File: src/rtl/lab2_1_pkg.sv
// ============================================================================
// Module   : lab2_1_pkg
// Brief    : Shared constants and state encoding for the lab2_1 bouncing
//            counter and its receiving-end monitor.
// Revision : 1.0 - initial release
// ============================================================================
`default_nettype none

package lab2_1_pkg;

    localparam logic [5:0] TOP        = 6'd63;
    localparam logic [5:0] START_STEP = 6'd1;

    typedef enum logic [0:0] {
        SEARCH = 1'b0,
        TRACK  = 1'b1
    } state_t;

endpackage

`default_nettype wire

File: src/rtl/lab2_1_step.sv
// ============================================================================
// Module   : lab2_1_step
// Brief    : Combinational next-value rule of the lab2_1 bouncing counter.
//            Shared between the monitor and the counter generator.
// Revision : 1.0 - initial release
// ============================================================================
`default_nettype none

module lab2_1_step
    import lab2_1_pkg::*;
(
    input  logic [5:0] cur,
    input  logic       dir,
    input  logic [5:0] step,
    output logic [5:0] next_val,
    output logic       next_dir,
    output logic [5:0] next_step,
    output logic       wrap
);

    logic [5:0] w_up_val;
    logic [5:0] w_down_val;

    // Up phase bounces around cur; down phase subtracts rising powers of two.
    assign w_up_val   = (cur > step) ? (cur - step) : (cur + step);
    assign w_down_val = cur - (6'd1 << step);

    always_comb begin
        next_val  = w_up_val;
        next_dir  = 1'b0;
        next_step = step + 6'd1;
        wrap      = 1'b0;
        if (!dir) begin
            next_val = w_up_val;
            if (w_up_val == TOP) begin
                next_dir  = 1'b1;
                next_step = 6'd0;
            end
        end else begin
            next_val = w_down_val;
            next_dir = 1'b1;
            if (w_down_val == 6'd0) begin
                next_dir  = 1'b0;
                next_step = START_STEP;
                wrap      = 1'b1;
            end
        end
    end

endmodule

`default_nettype wire

File: src/rtl/lab2_1_monitor.sv
// ============================================================================
// Module   : lab2_1_monitor
// Brief    : Locks onto the lab2_1 counter stream at a 0 and checks every
//            following valid sample against the predicted value.
// Revision : 1.0 - initial release
// ============================================================================
`default_nettype none

module lab2_1_monitor
    import lab2_1_pkg::*;
#(
    parameter int ERR_W = 8,
    parameter int PER_W = 8
) (
    input  logic             clk,
    input  logic             rst,
    input  logic             in_valid,
    input  logic [5:0]       in_data,
    output logic             locked,
    output logic [5:0]       expected,
    output logic             match,
    output logic             err,
    output logic             err_sticky,
    output logic [ERR_W-1:0] err_count,
    output logic             dir,
    output logic [5:0]       step,
    output logic             period_done,
    output logic [PER_W-1:0] periods
);

    localparam logic [ERR_W-1:0] c_ERR_ONE = ERR_W'(1);
    localparam logic [PER_W-1:0] c_PER_ONE = PER_W'(1);

    state_t           r_state;
    logic [5:0]       r_cur;
    logic             r_dir;
    logic [5:0]       r_step;
    logic             r_match;
    logic             r_err;
    logic             r_err_sticky;
    logic [ERR_W-1:0] r_err_count;
    logic             r_period_done;
    logic [PER_W-1:0] r_periods;

    logic [5:0]       w_next_val;
    logic             w_next_dir;
    logic [5:0]       w_next_step;
    logic             w_wrap;

    lab2_1_step u_step (
        .cur       (r_cur),
        .dir       (r_dir),
        .step      (r_step),
        .next_val  (w_next_val),
        .next_dir  (w_next_dir),
        .next_step (w_next_step),
        .wrap      (w_wrap)
    );

    always_ff @(posedge clk) begin
        if (rst) begin
            r_state       <= SEARCH;
            r_cur         <= 6'd0;
            r_dir         <= 1'b0;
            r_step        <= START_STEP;
            r_match       <= 1'b0;
            r_err         <= 1'b0;
            r_err_sticky  <= 1'b0;
            r_err_count   <= '0;
            r_period_done <= 1'b0;
            r_periods     <= '0;
        end else begin
            r_match       <= 1'b0;
            r_err         <= 1'b0;
            r_period_done <= 1'b0;
            if (in_valid) begin
                case (r_state)
                    SEARCH: begin
                        if (in_data == 6'd0) begin
                            r_state <= TRACK;
                            r_cur   <= 6'd0;
                            r_dir   <= 1'b0;
                            r_step  <= START_STEP;
                        end
                    end
                    TRACK: begin
                        if (in_data == w_next_val) begin
                            r_match <= 1'b1;
                            r_cur   <= w_next_val;
                            r_dir   <= w_next_dir;
                            r_step  <= w_next_step;
                            if (w_wrap) begin
                                r_period_done <= 1'b1;
                                if (r_periods != '1) begin
                                    r_periods <= r_periods + c_PER_ONE;
                                end
                            end
                        end else begin
                            r_err        <= 1'b1;
                            r_err_sticky <= 1'b1;
                            if (r_err_count != '1) begin
                                r_err_count <= r_err_count + c_ERR_ONE;
                            end
                            // A bad 0 is itself a valid lock point.
                            if (in_data == 6'd0) begin
                                r_state <= TRACK;
                                r_cur   <= 6'd0;
                                r_dir   <= 1'b0;
                                r_step  <= START_STEP;
                            end else begin
                                r_state <= SEARCH;
                            end
                        end
                    end
                    default: r_state <= SEARCH;
                endcase
            end
        end
    end

    assign locked      = (r_state == TRACK);
    assign expected    = locked ? w_next_val : 6'd0;
    assign match       = r_match;
    assign err         = r_err;
    assign err_sticky  = r_err_sticky;
    assign err_count   = r_err_count;
    assign dir         = r_dir;
    assign step        = r_step;
    assign period_done = r_period_done;
    assign periods     = r_periods;

endmodule

`default_nettype wire

File: config.mk
export PLATFORM = sky130hd
export DESIGN_NAME = lab2_1_monitor
export DESIGN_NICKNAME = d
export VERILOG_FILES = /design/src/rtl/lab2_1_pkg.sv /design/src/rtl/lab2_1_step.sv /design/src/rtl/lab2_1_monitor.sv
export SDC_FILE = /design/constraint.sdc
export NUM_CORES = 1
export LEC_CHECK = 0
export BUFFER_PORTS_ARGS = -buffer_cell sky130_fd_sc_hd__buf_4
export CAP_MARGIN = 30
export CORE_MARGIN = 3
export CORE_UTILIZATION = 55
export DETAILED_ROUTE_END_ITERATION = 10
export PLACE_DENSITY = 0.89
export SLEW_MARGIN = 30
export SYNTH_ARGS = -nofsm -noshare
export SYNTH_HDL_FRONTEND = slang
export SYNTH_SLANG_ARGS = --single-unit
File: constraint.sdc
create_clock -name clk -period 4.1 [get_ports clk]
set_clock_uncertainty 0.2 [all_clocks]
set_input_delay 0.205 -clock clk [delete_from_list [all_inputs] [get_ports clk]]
set_output_delay 0.205 -clock clk [all_outputs]
set_load 0.005 [all_outputs]
==> metrics.md, run 1 <==
| Metric | Value |
|---|---|
| Status | complete, no violations |
| First-pass GRT wire length | roughly 13000 µm |
| Final core utilization | 71.3% |
| TritonCTS clock tree | built |
| Worst-Skew Late Latency | ~290 ps |
| Static Leak | between 1 and 1.5 nW |
| Clock H-tree levels | 2 |
| Most common cell after layout, fill and taps aside | buf_4 |
| Post-detail-place hpwl | 6330 µm |
| First drt pass iteration count | 6 |
| Slowest cell on crit path | or4_4 |
| Final min period | 4010 ps |
| Final WS setup | 94.9 ps |
| Register bit total from synthesis | 34 |
| Commonest cells after routing, fill and taps aside | 67 x buf_4, 33 x nor2_1, 33 x dfxtp_1 |
| Switch share | about 23% |
| Relative slew slack | around half |
| # DRC | 0 |
| Post-Route WL | approximately 8000 µm |
| Root Buffer | clkbuf_8 |
| Crit path kind | flop to flop |
| Cell Rows | 25 |
| Synthesized area | about 2700 µm² |
| Largest net degree at the start of global routing | 28 |
| Die Width | around 77 µm |
| Delay-heaviest family, CP | simple AND/OR/NAND/NOR gates |
| Worst path buffer plus inverter count | 2 |
| Clock transition at path regs | around 70 ps |
| Clock Sinks | 34 |
| FMAX | ~250 MHz |
| Slew Limit Fails | 0 |
| Placer congestion estimate | just under 1 |
| Die area | 5850 µm² |
| Worst slack, placed | 74.8 ps |
| PD cells | 175 nW/µm² |
| PortBufs | 42 |
| CTS Buffer Depth | 2 |
| DRT antenna net count | 0 |
| Grt ovf | 0 |
| Share of cells above drive strength 1 | between 20% and 30% |
| Nature of the critical path startpoint | flop |
| Count of unique library cells instantiated by Yosys | 65 |
| # hold bufs at CTS | 0 |
| Mapped Nets | about 370 |
| Design Area, Final | 3390 µm² |
| Max incr delay on CP | 510 ps |
| RSZ-0062 raised after global routing | true |
| Core area | 4750 µm² |
| Combinational Power Share | approximately 4.9% |
| Mapped Cells | approximately 340 |
| Syn. warnings | 0 |
| Area growth, synth to finish | 24.0% |
| Seq/Total Area, Yosys | between 20% and 30% |
| Vias per cell | between 6 and 7 |
| Final setup viols | 0 |
| Crit-path cells | or3_4 > nor4_4 > ha_2 > inv_2 > fa_2 > xnor2_2 > xnor2_1 > a21oi_1 > nor4b_2 > o211ai_1 > nor4_2 > buf_4 > nand3_4 > or4_4 > a21oi_2 |
| Top FF cell, synth | dfxtp_1 |
| Nets | between 400 and 500 |
| Async S/R FF share, synth | 0% |
| Synthesized area per cell | about 8 µm² |
| Worst min-delay path class | primary input to flop |
| # IOs | 43 |
| Initial antenna violation count | 0 |
| Initial Util | ~57% |
| Clock buffer count from CTS | 5 |
| Die Span Y | roughly 77 µm |
| Crit end category | flop |
| Maximum fanout along the worst path | 8 |
| Worst-Margin Slew | ~730 ps |
| N_diodes | 0 |
| Hold Vio Cnt, Final | 0 |
| Fin crit share | 97.7% |
| Worst EP required | 4120 ps |
| Pwr Total | 0.000594 W |
| Initial DRC count | between 200 and 250 |
| Arrival time worst endpoint | ~4000 ps |
| Part of the power in registers | a little under three fifths |
| Vias in the first global route | roughly 2700 |
| FILL cells | approximately 420 |
| Vias | slightly below 3000 |
| Slack of the worst reg-to-reg path | 90 ps |
| EDFF count, synth | 0 |
| Clock power share | about two fifths |
| DR WL/cell | approximately 17 µm |
| Int Pwr | around 0.00046 W |
| NetSw | around 0.00014 W |
| VDD IR max | ~0.18 mV |
| Total GRT Usage | around 28% |
| Max-cap violations | 0 |
| Area post-placement | about 3200 µm² |
==> worst register-to-register path, stage by stage, from the launching register on <==
cell and delay [ps]:
dfxtp_2 330, or3_4 410, nor4_4 280, ha_2 220, inv_2 40, fa_2 360
xnor2_2 170, xnor2_1 140, a21oi_1 160, nor4b_2 220, o211ai_1 130, nor4_2 320
buf_4 190, nand3_4 110, or4_4 510, a21oi_2 160
==> sequential cells by signal, indices dropped and copies added (netlist names) <==
register     count
periods          8
dir              1
period_done      1
step             6
locked           1
err              1
match            1
err_count        8
r_cur            6
err_sticky       1
==> per-layer routing <==
metal	vias up	share of wire [%]	track usage (%)
met1	1394	42	34.2
met2	122	48	46.3
li1	1371	-	-
met5	-	0	0
met3	30	6.4	5.44
met4	0	3.9	11.6
==> cell families after synthesis <==
logic type               after synthesis  share of synthesized area, %
adder cells (fa/ha/maj)               22                          10.9
buffers and inverters                 36                          6.45
flip-flops                            34                          24.9
XOR/XNOR                              12                          4.39
AO/OA/AOI/OAI                         97                          24.4
multiplexers                           3                          1.14
AND/OR/NAND/NOR                      137                          27.8
==> final cells by class <==
type	instances	area (µm²)	area share, %
Clock buffer	5	68.8	2.03
Clock inverter	2	10.0	0.295
Inverter	24	90.1	2.66
Multi-Input combinational cell	271	1950	57.6
Sequential cell	34	682	20.1
Tap cell	67	83.8	2.47
Timing Repair Buffer	67	503	14.8
==> power by group through the flow <==
stage | registers (W) | clock network, W | logic (W)
floorplan | 0.000338 | 0 | 0.0000159
global placement | 0.000338 | 0 | 0.0000262
detailed placement | 0.000338 | 0 | 0.0000271
CTS | 0.000330 | 0.000237 | 0.0000273
global route | 0.000330 | 0.000254 | 0.0000312
finish | 0.000330 | 0.000234 | 0.0000293
==> path summary, 6_finish.rpt <==
path,from,to,cells past startpoint
max reg2reg,step[5],periods[5],15
min reg2reg,err_sticky,err_sticky,2
min,in_valid,locked,3
max,step[5],periods[5],15
==> synth_stat cells, types with 6 or more instances <==
cell type | n | area share [%]
or3_1 | 8 | 1.8
o21ai_0 | 16 | 2.9
a21oi_1 | 29 | 5.3
a211oi_1 | 6 | 1.6
nand3_1 | 19 | 3.5
inv_1 | 24 | 3.3
o211ai_1 | 6 | 1.6
nor2_1 | 33 | 4.5
ha_1 | 19 | 8.7
dfxtp_1 | 34 | 25
nand2_1 | 18 | 2.5
xnor2_1 | 8 | 2.6
==> metrics by stage <==
stage | TNS, ps | instances | hold slack, ps
2_1_floorplan | 0 | 341 | 177
4_1_cts | 0 | 465 | 34.3
3_3_place_gp | 0 | 458 | 256
3_5_place_dp | 0 | 458 | 264
6_report | 0 | 470 | 42.0
5_1_grt | -712 | 470 | 57.0
==> repair_timing <==
action,4_1_cts,5_1_grt
endpoints found under the setup margin,0,27
setup buffers,0,5
gates resized for setup,0,22
Note: power is estimated with default switching activity, not from simulation.
==> inputs of run 2 (changes only) <==
--- a/config.mk
+++ b/config.mk
@@ -7,7 +7,7 @@
 export LEC_CHECK = 0
 export BUFFER_PORTS_ARGS = -buffer_cell sky130_fd_sc_hd__buf_4
 export CAP_MARGIN = 30
-export CORE_MARGIN = 3
+export CORE_MARGIN = 1.5
 export CORE_UTILIZATION = 55
 export DETAILED_ROUTE_END_ITERATION = 10
 export PLACE_DENSITY = 0.89
==> run 2 against run 1 <==
Against the previous run:
- non-clock buffer count is 3 lower
- clock-buffer cell count increased by 2
- routed wire length up 0.86%
- fmax is 0.82% higher
- cell count shrank 0.21%
- die area is 7.7% lower
- critical endpoint is now err_count[4]
==> metrics.md, run 2 (synthesis results as in run 1) <==
| Metric | Value |
|---|---|
| DRT antenna net count | 0 |
| Vias per cell | about 6.3 |
| Post-Route WL | ~8000 µm |
| Final WS setup | between 100 and 150 ps |
| Clock buffer count from CTS | 5 |
| # DRC | 0 |
| Crit-path cells | or3_4 > nor2_2 > nand3_1 > ha_2 > nor2_1 > a211oi_1 > o22ai_2 > xor3_1 > a211oi_2 > nor4_2 > buf_4 > buf_4 > a311oi_4 > nand4_1 > mux2_1 |
| Critical path depth in cells | 15 |
| Nature of the critical path startpoint | flop |
| Grt ovf | 0 |
| Slowest cell on crit path | or3_4 |
| RSZ-0062 raised after global routing | true |
| Relative slew slack | between 50% and 60% |
| Worst-Skew Late Latency | 290 ps |
| Placed insts | 454 |
| Worst-case reg-to-reg path depth | 15 |
| Vias | about 3000 |
| Status | complete, no violations |
| Commonest cells after routing, fill and taps aside | 63 x buf_4, 32 x nor2_1, 32 x dfxtp_1 |
| Worst path buffer plus inverter count | 2 |
| Largest net degree at the start of global routing | 28 |
| Finished Layout Cells | 469 |
| Switch share | a little under a quarter |
| Initial antenna violation count | 0 |
| Final setup viols | 0 |
| VDD IR max | between 0.15 and 0.2 mV |
| Vias in the first global route | 2600 |
| Final min period | 3970 ps |
| Clock power share | 41.6% |
| Hold path cells | 3 |
| Hold Vio Cnt, Final | 0 |
| Worst EP required | about 4000 ps |
| TritonCTS clock tree | built |
| Max incr delay on CP | roughly 420 ps |
| Worst-Margin Slew | around 650 ps |
| Die Width | 73.5 µm |
| Delay-heaviest family, CP | simple AND/OR/NAND/NOR gates |
| Clock transition at path regs | 70 ps |
| Placer congestion estimate | 0.982 |
| Most used cell, CP | buf_4 |
| Max-cap violations | 0 |
| Total GRT Usage | between 20% and 30% |
| DR WL/cell | between 15 and 20 µm |
| Most common cell after layout, fill and taps aside | buf_4 |
| Initial Util | ~57% |
| Slew Limit Fails | 0 |
| Int Pwr | between 0.0004 and 0.0005 W |
| Root Buffer | clkbuf_8 |
| Share of cells above drive strength 1 | a little over a quarter |
| Static Leak | ~1.5 nW |
| First-pass GRT wire length | 12300 µm |
| Design Area, Final | ~3400 µm² |
| Post-detail-place hpwl | 6000 µm |
| Arrival time worst endpoint | approximately 4000 ps |
| Worst slack, placed | roughly 50 ps |
| PD cells | roughly 180 nW/µm² |
| Fin crit share | a little over nine tenths |
| # hold bufs at CTS | 0 |
| Worst min-delay path class | primary input to flop |
| Cell Rows | 25 |
| FMAX | approximately 250 MHz |
| NetSw | between 0.0001 and 0.00015 W |
| First drt pass iteration count | 5 |
| Area post-placement | 3170 µm² |
| Clock Sinks | 34 |
| Crit path kind | flop to flop |
| Maximum fanout along the worst path | 7 |
| Final core utilization | between 70 and 80% |
| N_diodes | 0 |
| Crit end category | flop |
| # IOs | 43 |
| Clock H-tree levels | 2 |
| Area growth, synth to finish | 25.7% |
| Die Span Y | 73.5 µm |
| PortBufs | 42 |
| Nets | about 430 |
| Initial DRC count | 267 |
| Core area | around 4800 µm² |
| CTS Buffer Depth | 2 |
| Die area | about 5400 µm² |
| Combinational Power Share | slightly below 5% |
| Part of the power in registers | roughly 54% |
-- run 2: layer usage --
layer | wire length, µm | share of wire, % | vias to the layer above | global-route usage (%)
met2 | 4050 | 49 | 149 | 49.4
li1 | - | - | 1376 | -
met3 | 600 | 7.3 | 18 | 5.76
met5 | 0 | 0 | - | 0
met4 | 163 | 2.0 | 0 | 9.47
met1 | 3410 | 41 | 1405 | 38.3
-- run 2: power groups by stage --
stage	combinational (W)	clock (W)	sequential [W]
CTS	0.0000270	0.000258	0.000330
detailed placement	0.0000267	0	0.000338
global placement	0.0000264	0	0.000338
floorplan	0.0000159	0	0.000338
finish	0.0000302	0.000257	0.000330
global route	0.0000321	0.000271	0.000330
-- run 2: final cells by class --
class	count	area (µm²)
Multi-Input combinational cell	272	2000
Fill cell	372	1320
Sequential cell	34	683
Timing Repair Buffer	64	484
Inverter	24	90.1
Clock buffer	7	86.3
Tap cell	67	83.8
Clock inverter	1	5.00
-- run 2: what timing repair did --
| item | CTS | global route |
|---|---|---|
| buffers inserted | 0 | 5 |
| setup endpoints to repair | 0 | 23 |
| resized for setup | 0 | 26 |
-- run 2: final timing paths --
kind	from	endpoint	slack, ps
max	step[3]	err_count[4]	130
min reg2reg	err_sticky	err_sticky	280
max reg2reg	step[3]	err_count[4]	130
min	in_valid	locked	60
-- run 2: through the flow --
stage	power [W]	hold WS (ps)	setup TNS (ps)
floorplan	0.000354	177	0
detailed placement	0.000365	264	0
finish	0.000618	56.0	0
CTS	0.000615	40.8	0
global placement	0.000364	256	0
global route	0.000634	83.6	-97.9
-- run 2: tightest hold or removal path, stage by stage --
cell and delay, ps:
buf_4 120, nand3_1 100, a21oi_1 70
